## src/rtl/neureka_normquant_mult_pipe.sv

```systemverilog
// N_CH-lane signed norm*accumulator multiplier with optional rounding, arithmetic right shift
// and saturate/wrap to OUT_W, followed by a PIPE-deep elastic valid/ready pipeline.
module neureka_normquant_mult_pipe #(
  parameter int unsigned NMS     = 8,
  parameter int unsigned ACC     = 32,
  parameter int unsigned N_CH    = 4,
  parameter int unsigned PIPE    = 1,
  parameter int unsigned OUT_W   = 32,
  parameter int unsigned SHIFT_W = 5
) (
  input  logic                             clk_i,
  input  logic                             rst_ni,
  input  logic                             clear_i,
  input  logic                             valid_i,
  output logic                             ready_o,
  input  logic [N_CH-1:0][NMS:0]           norm_mult_i,
  input  logic [N_CH-1:0][ACC-1:0]         accumulator_i,
  input  logic [SHIFT_W-1:0]               shift_i,
  input  logic                             round_en_i,
  input  logic                             sat_en_i,
  output logic                             valid_o,
  input  logic                             ready_i,
  output logic [N_CH-1:0][OUT_W-1:0]       product_o,
  output logic [N_CH-1:0]                  sat_flag_o
);

  localparam int unsigned W = NMS + 1 + ACC;

  logic [N_CH-1:0][OUT_W-1:0] lane_res;
  logic [N_CH-1:0]            lane_flag;

  for (genvar gi = 0; gi < N_CH; gi++) begin : g_lane
    logic signed [W-1:0] n_ext, a_ext, prod;
    logic        [W:0]   rnd_add;
    logic signed [W:0]   rounded, shifted, hi;
    logic [OUT_W-1:0]    lim_min, res;
    logic                flag;

    assign n_ext   = {{(W-NMS-1){norm_mult_i[gi][NMS]}}, norm_mult_i[gi]};
    assign a_ext   = {{(W-ACC){accumulator_i[gi][ACC-1]}}, accumulator_i[gi]};
    assign prod    = n_ext * a_ext;
    // One extra bit so the half-LSB addition can never overflow the product range
    assign rnd_add = (round_en_i && shift_i != '0) ? ((W+1)'(1) << (shift_i - SHIFT_W'(1))) : '0;
    assign rounded = {prod[W-1], prod} + rnd_add;
    assign shifted = rounded >>> shift_i;
    // Result fits in OUT_W signed bits iff everything above bit OUT_W-2 is pure sign
    assign hi      = shifted >>> (OUT_W - 1);

    always_comb begin
      lim_min            = '0;
      lim_min[OUT_W-1]   = 1'b1;
      res                = shifted[OUT_W-1:0];
      flag               = 1'b0;
      if (sat_en_i && !((hi == '0) || (&hi))) begin
        flag = 1'b1;
        res  = shifted[W] ? lim_min : ~lim_min;
      end
    end

    assign lane_res[gi]  = res;
    assign lane_flag[gi] = flag;
  end

  if (PIPE == 0) begin : g_comb
    assign valid_o    = valid_i;
    assign ready_o    = ready_i & ~clear_i;
    assign product_o  = lane_res;
    assign sat_flag_o = lane_flag;
  end else begin : g_pipe
    logic [PIPE-1:0]                       v_vec, load, drain;
    logic [PIPE:0]                         down_rdy;
    logic [PIPE-1:0][N_CH-1:0][OUT_W-1:0]  prod_vec;
    logic [PIPE-1:0][N_CH-1:0]             flag_vec;

    // Ready ripples back from the output: a stage can take a beat if empty or draining
    always_comb begin
      load           = '0;
      drain          = '0;
      down_rdy       = '0;
      down_rdy[PIPE] = ready_i;
      for (int k = PIPE - 1; k >= 0; k--) begin
        drain[k]    = v_vec[k] & down_rdy[k+1];
        down_rdy[k] = ~v_vec[k] | drain[k];
      end
      ready_o = ~clear_i & down_rdy[0];
      load[0] = valid_i & ready_o;
      for (int k = 1; k < PIPE; k++) begin
        load[k] = v_vec[k-1] & down_rdy[k];
      end
    end

    for (genvar gi = 0; gi < PIPE; gi++) begin : g_stage
      logic                       v_q, v_d;
      logic [N_CH-1:0][OUT_W-1:0] prod_q, prod_d, prod_in;
      logic [N_CH-1:0]            flag_q, flag_d, flag_in;

      if (gi == 0) begin : g_src_in
        assign prod_in = lane_res;
        assign flag_in = lane_flag;
      end else begin : g_src_prev
        assign prod_in = prod_vec[gi-1];
        assign flag_in = flag_vec[gi-1];
      end

      always_comb begin
        v_d    = v_q;
        prod_d = prod_q;
        flag_d = flag_q;
        if (clear_i) begin
          v_d    = 1'b0;
          prod_d = '0;
          flag_d = '0;
        end else if (load[gi]) begin
          v_d    = 1'b1;
          prod_d = prod_in;
          flag_d = flag_in;
        end else if (drain[gi]) begin
          v_d    = 1'b0;
        end
      end

      always_ff @(posedge clk_i or negedge rst_ni) begin
        if (!rst_ni) begin
          v_q    <= 1'b0;
          prod_q <= '0;
          flag_q <= '0;
        end else begin
          v_q    <= v_d;
          prod_q <= prod_d;
          flag_q <= flag_d;
        end
      end

      assign v_vec[gi]    = v_q;
      assign prod_vec[gi] = prod_q;
      assign flag_vec[gi] = flag_q;
    end

    assign valid_o    = v_vec[PIPE-1];
    assign product_o  = prod_vec[PIPE-1];
    assign sat_flag_o = flag_vec[PIPE-1];
  end

endmodule

```

## config.mk

```make
export PLATFORM = sky130hd
export DESIGN_NAME = neureka_normquant_mult_pipe
export DESIGN_NICKNAME = d
export VERILOG_FILES = /design/src/rtl/neureka_normquant_mult_pipe.sv
export SDC_FILE = /design/constraint.sdc
export NUM_CORES = 2
export LEC_CHECK = 0
export CORE_MARGIN = 4
export CORE_UTILIZATION = 46
export DETAILED_ROUTE_END_ITERATION = 7
export GPL_TIMING_DRIVEN = 0
export RECOVER_POWER = 100
export SLEW_MARGIN = 5
export SYNTH_ARGS = -nofsm -noshare
export SYNTH_HDL_FRONTEND = slang
export SYNTH_SLANG_ARGS = --single-unit
```

## constraint.sdc

```tcl
create_clock -name clk_i -period 3.2 [get_ports clk_i]
set_input_delay 0.64 -clock clk_i [delete_from_list [all_inputs] [get_ports clk_i]]
set_output_delay 0.64 -clock clk_i [all_outputs]
set_load 0.005 [all_outputs]
```

==> impl_summary.md <==
Clock network
The insertion delay to the later sink of the worst-skew pair is 440 ps. The register clock-pin slew on the reported worst setup and hold paths is 70 ps. TritonCTS built the clock tree. The clock drives 133 sinks. The number of buffers on the longest clock path is 2. The buffer cell driving the clock tree root is sky130_fd_sc_hd__clkbuf_16. After clock tree synthesis, the flow added hold-fix buffers numbering 0.

The number of buffers inserted during clock tree synthesis is 17. The H-tree generated during clock tree synthesis spans 4 levels.

Die
The width of the die is 377 um. The die area is 142,000 sq um. The standard cell core area is 134,000 sq um. The number of top-level pins is 310. Measured along the y axis, the die boundary spans 377 um. The number of core rows is 134. For this configuration, the core starts out at a cell density of 46.5%.

GRT
The maximum number of pins on one net before global-route repair is 85. The number of antenna violations at the first check in global routing came to 19. The wire length of the first global-routing pass is 409 mm.

The number of global-route vias before repair is 63,300. After global routing the overflow that remains totals 0. In the global route stage, overall resource usage came out at 38.3%.

Route
After detailed routing, no signal wire sits above met5. The number of remaining DRC errors is 0. The total via count in the routed design is 63,000.

In the routed layout, each cell is associated on average with a via count of 6.26. The detail route stage leaves a number of antenna-violating nets equal to 0. For this block, wires on met1 add up to 113 mm. The iteration-0 DRC count of the detailed router is 6,399. The routed length per placed instance is 27.9 um. The first-pass iteration count of the detailed router is 6. The sum of met3 wire segment lengths after detailed routing is 24.1 mm. The met2 wirelength from detailed routing is 127 mm. The routed design has 281 mm of wire.

Synth
Sequential cells were found to cover 5.33% of the synthesized design area. The average instance area after synthesis is 8.16 sq um. After synthesis, the cell types taking the most area are sky130_fd_sc_hd__fa_1 30%, sky130_fd_sc_hd__ha_1 9.3%, sky130_fd_sc_hd__and2_1 6.6%.

The biggest area contributor in the post-synthesis netlist is sky130_fd_sc_hd__fa_1. The fraction of registers with async set/reset is 100%. The post-synthesis cell type count is 136. The mapped netlist covers 62,500 sq um.

The most common cell in the synthesized netlist is sky130_fd_sc_hd__fa_1. After synthesis, the largest area contributor takes up 29.7% of total cell area. The synthesized design contains 0 enable-type register cells. For this run, the leading register cell type out of synthesis is sky130_fd_sc_hd__dfrtp_1.

Yosys printed 0 warnings. After technology mapping, the gate count stands at 7,655. The commonest cells after synthesis are 928 x sky130_fd_sc_hd__fa_1, 866 x sky130_fd_sc_hd__nand2_1, 809 x sky130_fd_sc_hd__inv_1.

Synthesis inferred 133 register bits.

STA
Setup repair after global routing could not meet its margin everywhere. In the post-route analysis, the smallest setup slack over all paths is -6190 ps. The final number of max-transition violations was 62. The worst relative slew slack is -77.5%.

For the pin with the worst max-slew slack, the measured transition is 2660 ps. The count of final hold-check violations is 0. Subtracting the final worst setup slack from the clock period gives 9390 ps. The number of setup violations in the final report is 132.

The setup clock skew after layout is 9.59 ps. After layout, the worst path uses 293% of the clock period. For this run, the top clock speed supported by timing is 107 MHz.

Final layout
The share of layout cells above drive strength 1 is 17.2%. The final-stage net count is 9,844. The layout has 12,400 filler cells. The number of standard cells in the final layout excluding fillers is 10,100.

From synthesis to final layout, the design area changed by 21.4%.

Setup path
The worst setup path is captured at a flop. Setup slack on the worst reg-to-reg path comes out at -800 ps. The nature of the critical path startpoint is an input pin. In this run the critical register-to-register path is captured at product_o[7]$_DFFE_PN0P_. The setup path with the least slack is of type in -> reg.

The required time of the critical path is 3580 ps. The number of cells on the worst reg-to-reg path is 8. The arrival time reported for the critical path endpoint is 9760 ps. In this run the critical register-to-register path is launched from valid_o$_DFFE_PN0P_. The critical-path maximum fanout is 10.

Place
The instance count after placement with tap cells included is 9,703. The final RePlAce weighted congestion is 1.08. The half-perimeter wire length after detailed placement is 230 mm. The count of input and output buffers is 274.

Hold path
The worst hold endpoint is product_o[13]$_DFFE_PN0P_. The path type of the worst min-delay path is reg -> reg. The launch point of the worst hold path is product_o[13]$_DFFE_PN0P_. The number of cells on the worst hold path is 2.

Run
Across the run, the number of max-cap violations was 3.

Run status
The final reports fail on capacitance limit, slew limit, setup timing. The flow ran to the end, but the final reports show violations.
## timing repair
| item | in CTS | in global routing |
|---|---|---|
| pin swaps | 135 | 267 |
| buffers inserted | 144 | 180 |
| resized for setup | 835 | 701 |
| cloned | 3 | 12 |
| endpoints found under the setup margin | 132 | 132 |
## logic make-up (layout without fill, tap and decap cells)
kind of cell / Yosys count / after routing / share of synthesized area [%]
buffers and inverters: 1235 / 1863 / 7.58
other: 1 / 15 / 0.00600
DFF: 133 / 133 / 5.33
muxes: 265 / 265 / 4.67
and+or+nand+nor: 2551 / 2552 / 20.1
AOI/OAI and AO/OA: 1794 / 1794 / 19.3
xor gates and xnor gates: 283 / 283 / 4.01
adders and majority gates: 1393 / 1393 / 39.0
## worst max-delay path, cell delays in order
cell,delay [ps]
sky130_fd_sc_hd__clkdlybuf4s50_1,700
sky130_fd_sc_hd__clkbuf_4,420
sky130_fd_sc_hd__clkbuf_4,380
sky130_fd_sc_hd__clkbuf_1,880
sky130_fd_sc_hd__nand2_1,850
sky130_fd_sc_hd__nor2_4,510
sky130_fd_sc_hd__ha_1,280
sky130_fd_sc_hd__inv_1,70
sky130_fd_sc_hd__fa_1,440
sky130_fd_sc_hd__nand2b_1,180
sky130_fd_sc_hd__a21oi_1,270
sky130_fd_sc_hd__o21ai_0,270
sky130_fd_sc_hd__a41oi_2,350
sky130_fd_sc_hd__a21oi_1,150
sky130_fd_sc_hd__o31ai_1,500
sky130_fd_sc_hd__a31oi_1,210
sky130_fd_sc_hd__o21bai_1,180
sky130_fd_sc_hd__xor2_1,510
sky130_fd_sc_hd__nand2_1,110
sky130_fd_sc_hd__o211ai_1,130
sky130_fd_sc_hd__o21ai_0,400
sky130_fd_sc_hd__o21ai_0,450
sky130_fd_sc_hd__mux2i_1,170
sky130_fd_sc_hd__o21ai_0,440
sky130_fd_sc_hd__a221o_1,210
## sequential cells by signal, summed over array words and instances (netlist names)
| signal | cells |
|---|---|
| product_o | 128 |
| sat_flag_o | 4 |
| valid_o | 1 |
## metal layers
| layer | vias up | global-route usage [%] |
|---|---|---|
| li1 | 27200 | - |
| met1 | 31800 | 50.3 |
| met2 | 3167 | 61.5 |
| met3 | 774 | 6.38 |
| met4 | 12 | 18.8 |
| met5 | - | 0 |
## how the worst max path moves through the flow
| stage | start | endpoint | depth (start not counted) |
|---|---|---|---|
| CTS | norm_mult_i[18] | product_o[72]$_DFFE_PN0P_ | 37 |
| floorplan | norm_mult_i[9] | product_o[57]$_DFFE_PN0P_ | 38 |
| global route | norm_mult_i[0] | product_o[29]$_DFFE_PN0P_ | 42 |
| detailed placement | shift_i[0] | product_o[53]$_DFFE_PN0P_ | 30 |
| finish | shift_i[0] | product_o[87]$_DFFE_PN0P_ | 25 |
| global placement | shift_i[0] | product_o[53]$_DFFE_PN0P_ | 30 |
## through the flow
step | util [%] | instance area (sq um) | hold WS, ps | setup TNS [ps] | setup WS (ps)
after global routing | 56.5 | 75800 | 510 | -842700 | -6310
after CTS | 54.0 | 72500 | 162 | -797250 | -6110
after global placement | 51.3 | 68800 | 479 | -1883520 | -10840
final | 56.5 | 75900 | 492 | -788340 | -6190
after floorplan | - | 63900 | 344 | -698170 | -5520
after detailed placement | 51.3 | 68900 | 483 | -1377940 | -10850
## cell usage in the layout, fill, tap and decap left out, drive strengths merged, types with 337 or more instances in the layout
cell type,n
fa,928
nand2,868
inv,818
and2,663
buf,525
nor2,524
a21oi,498
ha,465
o21ai,386
clkbuf,337
## cell type report
cell class / instances / area (sq um) / area share [%]
diodes: 11 / 27.5 / 0.0363
plain buffers: 400 / 2850 / 3.76
clock buffers: 18 / 439 / 0.579
clock inverters: 13 / 219 / 0.289
inverters: 818 / 3110 / 4.10
multi-input cells: 6291 / 58100 / 76.6
flip-flops and latches: 133 / 3330 / 4.39
well taps: 1768 / 2210 / 2.92
repair buffers: 614 / 5540 / 7.30
Power is not shown: default switching activity piles up to over one toggle a cycle in this logic, so the estimate is an artifact.
